$ cat config.mk
export PLATFORM = sky130hd
export DESIGN_NAME = seg_scan_ctrl
export DESIGN_NICKNAME = d
export VERILOG_FILES = /design/src/rtl/seg_scan_pkg.sv /design/src/rtl/decoder_4_7.sv /design/src/rtl/seg_scan_ctrl.sv
export SDC_FILE = /design/constraint.sdc
export NUM_CORES = 1
export LEC_CHECK = 0
export ABC_AREA = 1
export BUFFER_PORTS_ARGS = -buffer_cell sky130_fd_sc_hd__buf_2
export CAP_MARGIN = 20
export CORE_MARGIN = 10
export CORE_UTILIZATION = 40
export CTS_BUF_LIST = sky130_fd_sc_hd__clkbuf_8
export CTS_CLUSTER_DIAMETER = 80
export DETAILED_ROUTE_END_ITERATION = 8
export PLACE_DENSITY = 0.64
export SETUP_SLACK_MARGIN = 0.3
export SYNTH_ARGS = -nofsm -noshare
export SYNTH_HDL_FRONTEND = slang
export SYNTH_SLANG_ARGS = --single-unit
$ cat constraint.sdc
create_clock -name clk -period 1.9 [get_ports clk]
set_input_delay 0.285 -clock clk [delete_from_list [all_inputs] [get_ports clk]]
set_output_delay 0.285 -clock clk [all_outputs]
set_load 0.03 [all_outputs]
$ cat src/rtl/seg_scan_pkg.sv
// Shared types and constants for the seven-segment scan controller.
package seg_scan_pkg;

  typedef enum logic {
    StBlank = 1'b0,
    StShow  = 1'b1
  } scan_state_e;

  localparam logic [7:0] AN_OFF  = 8'hFF;
  localparam logic [6:0] SEG_OFF = 7'h7F;

  function automatic logic [7:0] an_onehot(input logic [2:0] idx);
    logic [7:0] sel;
    sel = 8'b1 << idx;
    return ~sel;
  endfunction

endpackage

$ cat src/rtl/decoder_4_7.sv
// Hex nibble to active-low seven-segment glyph, segments a..g on bits 6..0.
module decoder_4_7 (
  input  logic [3:0] hex_i,
  output logic [6:0] seg_o
);

  always_comb begin
    seg_o = 7'h7F;
    unique case (hex_i)
      4'h0: seg_o = 7'b0000001;
      4'h1: seg_o = 7'b1001111;
      4'h2: seg_o = 7'b0010010;
      4'h3: seg_o = 7'b0000110;
      4'h4: seg_o = 7'b1001100;
      4'h5: seg_o = 7'b0100100;
      4'h6: seg_o = 7'b0100000;
      4'h7: seg_o = 7'b0001111;
      4'h8: seg_o = 7'b0000000;
      4'h9: seg_o = 7'b0000100;
      4'hA: seg_o = 7'b0001000;
      4'hB: seg_o = 7'b1100000;
      4'hC: seg_o = 7'b0110001;
      4'hD: seg_o = 7'b1000010;
      4'hE: seg_o = 7'b0110000;
      4'hF: seg_o = 7'b0111000;
    endcase
  end

endmodule

$ cat src/rtl/seg_scan_ctrl.sv
// 8-digit multiplexed seven-segment scanner with frame-synchronous value commit.
// Define SEG_SCAN_LZB_EN to enable leading-zero blanking.
module seg_scan_ctrl
  import seg_scan_pkg::*;
#(
  parameter int unsigned SCAN_DIV  = 100000,
  parameter int unsigned BLANK_CYC = 1000
) (
  input  logic        clk,
  input  logic        rst,
  input  logic        load,
  input  logic [31:0] data,
  input  logic [7:0]  dig_en,
  output logic        commit,
  output logic [7:0]  an,
  output logic [6:0]  seg
);

  localparam int unsigned CntMax = (SCAN_DIV > BLANK_CYC) ? SCAN_DIV : BLANK_CYC;
  localparam int unsigned CntW   = (CntMax > 1) ? $clog2(CntMax) : 1;
  localparam logic [CntW-1:0] ShowLast  = CntW'(SCAN_DIV - 1);
  localparam logic [CntW-1:0] BlankLast = CntW'(BLANK_CYC - 1);

  logic [31:0]     shadow_q, disp_q;
  logic            pend_q;
  logic [2:0]      idx_q;
  logic [CntW-1:0] cnt_q;
  scan_state_e     state_q;

  logic [3:0] nibble;
  logic [6:0] glyph;
  logic       slot_last, boundary, lzb_keep, visible;

  assign nibble = disp_q[{idx_q, 2'b00} +: 4];

  decoder_4_7 u_decoder (
    .hex_i (nibble),
    .seg_o (glyph)
  );

  always_comb begin
    lzb_keep = 1'b1;
`ifdef SEG_SCAN_LZB_EN
    // A digit is blanked only when it and every digit above it are zero.
    lzb_keep = (idx_q == 3'd0) || ((disp_q >> {idx_q, 2'b00}) != 32'd0);
`else
    lzb_keep = 1'b1;
`endif
  end

  assign slot_last = (state_q == StShow) ? (cnt_q == ShowLast) : (cnt_q == BlankLast);
  assign boundary  = (state_q == StShow) && slot_last && (idx_q == 3'd7);
  assign visible   = dig_en[idx_q] && lzb_keep;

  always_ff @(posedge clk) begin
    if (rst) begin
      shadow_q <= '0;
      disp_q   <= '0;
      pend_q   <= 1'b0;
      idx_q    <= '0;
      cnt_q    <= '0;
      state_q  <= StBlank;
      commit   <= 1'b0;
      an       <= AN_OFF;
      seg      <= SEG_OFF;
    end else begin
      cnt_q <= slot_last ? '0 : cnt_q + 1'b1;
      if (slot_last) begin
        if (state_q == StShow) begin
          state_q <= StBlank;
          idx_q   <= idx_q + 3'd1;
        end else begin
          state_q <= StShow;
        end
      end

      commit <= boundary && pend_q;
      if (boundary && pend_q) begin
        disp_q <= shadow_q;
      end
      // A load coinciding with the boundary keeps pend set for the next frame.
      if (load) begin
        shadow_q <= data;
        pend_q   <= 1'b1;
      end else if (boundary) begin
        pend_q <= 1'b0;
      end

      if ((state_q == StShow) && visible) begin
        an  <= an_onehot(idx_q);
        seg <= glyph;
      end else begin
        an  <= AN_OFF;
        seg <= SEG_OFF;
      end
    end
  end

endmodule

## After elaboration in Yosys (flattened, before gate mapping)

Memory sizes are Yosys's and may differ from the RTL's. A register that Yosys moved wholly into a read port is not among the register bits.
Index checks and enable logic that the tools add are counted.

| word-level totals | value |
|---|---|
| register bits after elaboration | 95 |
| ROM bits | 112 |
| input bits | 43 |
| output and inout bits | 16 |
| word-level logic and storage cells | 33 |
| memories | 1 |

| operators by class | value |
|---|---|
| $add $sub $neg | 2 |
| $lt $le $gt $ge | 1 |
| equal/unequal tests | 3 |
| shift-type cells | 2 |
| multiplexer cells | 6 |
| bitwise logic cells | 2 |
| reductions and logical operators | 8 |

Memory list:

| name | words | width | rd ports | clocked after memory_dff | wr ports | RTL line | RTL |
|---|---|---|---|---|---|---|---|
| (name not given) | 16 | 7 | 1 | 1 | 0 | decoder_4_7.sv:9 | `unique case (hex_i)` |

Operator list:

| cell | count |
|---|---|
| indexed part select 32 x 6 -> 4 bit | 1 |
| adder 17 x 1 -> 17 bit (second input constant) | 1 |
| equality test 17 x 10 -> 1 bit (second input constant) | 1 |
| equality test 17 bit (second input constant) | 1 |
| inverter 8 bit | 1 |
| << shifter 1 x 3 -> 8 bit (first input constant) | 1 |
| 2-to-1 mux 1 bit | 5 |
| logical AND 1 bit | 4 |
| < comparator 3 x 4 -> 1 bit (second input constant) | 1 |
| OR reduction 2 bit | 2 |
| adder 3 x 1 -> 3 bit (second input constant) | 1 |
| binary-select mux 1 bit (select 3 bit) | 1 |
| equality test 3 bit (second input constant) | 1 |
| AND reduction 2 bit | 1 |
| nonzero test 2 bit | 1 |
| inverter 1 bit | 1 |

## Depth between registers and ports, before layout

| logic depth | value |
|---|---|
| depth in word-level cells | 6 |
| depth in mapped cells | 14 |

## Modules after synthesis

From an unflattened synthesis, not the netlist that was laid out.

| unflattened totals | value |
|---|---|
| cells, all modules | 666 |
| area, all modules | 4630.7 um^2 |

By module, submodules not included:

| module | instances | cells an instance | area each (um^2) | seq. area each (um^2) |
|---|---|---|---|---|
| seg_scan_ctrl | 1 | 617 | 4356.7 | 2042.0 |
| decoder_4_7 | 1 | 49 | 274.0 | 0.0 |

## Worst setup path before layout

Ideal clock, no wire load.

| timing | value |
|---|---|
| path type | flip-flop to flip-flop |
| from | register idx_q[0] |
| to | register seg[1] |
| arrival time | 1.848 ns |
| required time | 1.780 ns |
| slack | -0.068 ns |
| stages on the path, launching flop included | 13 |
| buffers on the path | 2 |
| clock period less this slack | 1.968 ns |
| path through | dfxtp_1 -> buf_6 -> inv_4 -> buf_6 -> o21ai_0 -> nand2_1 -> o21ai_1 -> inv_1 -> ha_1 -> inv_1 -> nor2_1 -> a21oi_1 -> nand2_1 |

| between the ends | value |
|---|---|
| longest elaborated chain between the ends | 5 |
| elaborated cells between the ends (all ways) | 6 |

RTL lines:

| element | RTL line | RTL |
|---|---|---|
| start, declared | seg_scan_ctrl.sv:26 | `logic [2:0] idx_q;` |
| start signal, assigned | seg_scan_ctrl.sv:71 | `idx_q <= idx_q + 3'd1;` |
| binary-select mux 1 bit (select 3 bit) | seg_scan_ctrl.sv:53 | `assign visible = dig_en[idx_q] && lzb_keep;` |
| 2-to-1 mux 1 bit (not written as such) | seg_scan_ctrl.sv:53 |  |
| logical AND 1 bit | seg_scan_ctrl.sv:89 | `if ((state_q == StShow) && visible) begin` |
| inverter 1 bit (no source line) | n/a |  |
| OR reduction 2 bit (no source line) | n/a |  |
| end, declared | seg_scan_ctrl.sv:16 | `output logic [6:0] seg` |

Several ways; a longest one is shown, not always the timed one. The select of a mux whose other input is x is not followed.
A chain may end at the register's enable or synchronous reset.

## Worst setup path in the final report

| timing | value |
|---|---|
| from | register idx_q[0] |
| to | register seg[5] |

The elaborated chain is that of the path after synthesis.

==> impl_results.md <==
* Status: complete, no violations
* R2r startpoint: idx_q[0]
* Hold Crit Class: in2reg
* Area Growth Syn to Fin at 27.3%
* Final hold vios at 0
* Largest net degree at the start of global routing at between 60 and 70
* Port Buf Inserts at 58
* Clock-pin slew on the worst setup and hold paths at 0.10 ns
* Most common cell after layout, fill and taps aside: nor2_1
* Cts hold-fix bufs at 0
* Critical path origin: idx_q[0]
* Post-Syn Area per Cell at between 6 and 7 µm²
* Core area at 0.0110 mm²
* Cell Area, Placed at just over 0.005 mm²
* Proportion of layout cells with a drive suffix above 1 at 0.260
* Design Area, Final at about 0.0058 mm²
* Final Skew at between 0.01 and 0.015 ns
* Placer Congestion at 0.828
* Clock tree buffer depth at 2
* H-tree levels at 3
* Initial Util at 0.415
* CP arrival at roughly 2 ns
* FF/Latch Area at around 0.0021 mm²
* DRT iter0 DRCs at 256
* Syn_nets at just over 700
* PnR worst setup slack at 0.202 ns
* Most frequent cells in the layout: nor2_1 (150), nand2_1 (127), dfxtp_1 (91)
* Synth area leaders: dfxtp_1 (45%), nor2_1 (14%), nand2_1 (11%)
* Total track usage at 0.134
* I/O pin cnt at 59
* Critical Path RT at 2.16 ns
* Final wirelength at approximately 11 mm
* VDD IR max at 0.000429 V
* Initial antenna violation count at 0
* First-pass detailed-route iteration total at 5
* Startpoint Class: flop
* Slew headroom at 0.684
* Worst-margin pin slew at roughly 0.47 ns
* Post-synthesis sequential area ratio at 0.447
* Multi-input gate area at between 0.002 and 0.0025 mm²
* Final ANT Viol Nets at 0
* Period minus WS final at about 1.7 ns
* Fillers at 1094
* Final setup TNS at 0 ns
* Synth Register Bits at roughly 100
* Max Fclk at 589 MHz
* CTS Root Cell: clkbuf_8
* Vias in the first global route at 4132
* Chip Width at around 130 µm
* Synth area leader: dfxtp_1
* Worst hold path startpoint: data[18]
* CTS tree: yes
* Inserted Diodes at 0
* First-pass GRT wire length at roughly 19 mm
* TritonCTS Sinks at just over 100
* Placed Instances at roughly 840
* Vias per cell at between 4 and 5
* Crit-path max FO at 11
* Cells after Synth at 659
* YS warnings at 0
* Top-area cell type share of the netlist area at 0.447
* DRC violations left at 0
* Leakage at about 2.7 nW
* Post-placement setup slack at 0.00229 ns
* Final setup viols at 0
* Die Ht at between 100 and 150 µm
* Critical path class: reg2reg
* DPL Wire Length at around 7.3 mm
* Post-synthesis cell type count at 29
* Cts bufs inserted at 9
* Via Count at approximately 4200
* Cell Area, Synth at 0.00457 mm²
* Final routed wire length divided by cell count at about 13 µm
* Overflow after GRT at 0
* Final Instance Count excl. Fillers at just under 900
* # nets final at just under 800
* Final period util at 0.894
* Critical path endpoint category: flop
* Row cnt at 38
* Pwr dens at about 630 mW/mm²
* Max cap viols at 0
* Total design power at approximately 0.0036 W
* Max Slew Vio Count at 0
* Later-pin clock latency in the skew report at 0.37 ns
* Die ar. at approximately 0.016 mm²
* RSZ-0062 raised after global routing: yes
==> what timing repair did <==
action	4_1_cts	5_1_grt
resized for setup	44	64
buffers inserted	14	4
pin swaps	16	19
gates cloned	3	2
endpoints found under the setup margin	51	65
==> registers in the layout, indices dropped and copies added (netlist names) <==
register	cells
cnt_q	17
pend_q	1
idx_q	3
commit	1
state_q	1
seg	7
disp_q	32
shadow_q	32
an	8
==> routing by layer <==
layer / track usage / part of all wire / vias up
met5: 0 / 0 / -
li1: - / - / 2225
met4: 0.0355 / 0.0088 / 0
met1: 0.163 / 0.46 / 1848
met3: 0.0375 / 0.050 / 11
met2: 0.228 / 0.48 / 78
==> worst max-delay path: stages (launching register included) <==
cell and delay (ns):
dfxtp_4 0.40, buf_6 0.16, o21ai_2 0.12, nand2_2 0.08
o21ai_4 0.25, ha_1 0.29, nand3_2 0.09, nor2_1 0.04
nor2_1 0.11, nand2_1 0.05
==> logic make-up after synthesis <==
family                     count (synthesis)  share of synthesized area
AOI/OAI and AO/OA                         86                     0.0982
buffers and inverters                     96                     0.0925
adders and majority gates                 13                     0.0356
xor gates and xnor gates                   7                     0.0134
and+or+nand+nor                          355                      0.314
DFF                                      102                      0.447
==> stage by stage <==
| stage | hold WS [ns] | util |
|---|---|---|
| after floorplan | 0.350 | - |
| after global placement | 0.429 | 0.460 |
| after detailed placement | 0.443 | 0.460 |
| after CTS | 0.122 | 0.501 |
| after global routing | 0.130 | 0.528 |
| final | 0.134 | 0.528 |
==> cell usage after synthesis <==
master and count:
a211oi_1 1, a21oi_1 21, buf_1 4, buf_2 9
buf_4 1, buf_6 6, clkbuf_1 7, clkinv_1 1
dfxtp_1 102, ha_1 13, inv_1 66, inv_2 1
inv_4 1, nand2_1 134, nand2_2 1, nand3_1 32
nand4_1 6, nand4_4 1, nor2_1 170, nor2_2 1
nor2_4 1, nor3_1 6, nor3b_1 2, nor4_1 1
o211ai_1 5, o21ai_0 54, o21ai_1 4, o21ai_2 1
xor2_1 7
==> report_power, final <==
part / switching [W] / total [W] / internal [W]
clock network: 0.000733 / 0.00124 / 0.000508
registers: 0.0000332 / 0.00222 / 0.00219
logic: 0.0000995 / 0.000180 / 0.0000809
total: 0.000865 / 0.00364 / 0.00278
==> layout make-up <==
class | count | share of cell area
Timing Repair inverter | 1 | 0.000645
Tap cell | 140 | 0.0301
Clock buffer | 10 | 0.0236
Sequential cell | 102 | 0.354
Inverter | 69 | 0.0479
Clock inverter | 6 | 0.00645
Timing Repair Buffer | 94 | 0.122
Multi-Input combinational cell | 461 | 0.415
==> final timing paths <==
| kind | endpoint | slack, ns | cells past startpoint |
|---|---|---|---|
| setup reg to reg | seg[5] | 0.20 | 9 |
| hold reg to reg | an[5] | 0.48 | 1 |
| hold / removal | shadow_q[18] | 0.13 | 3 |
| setup / recovery | seg[5] | 0.20 | 9 |
No activity file was read; power rests on OpenSTA's default activity.
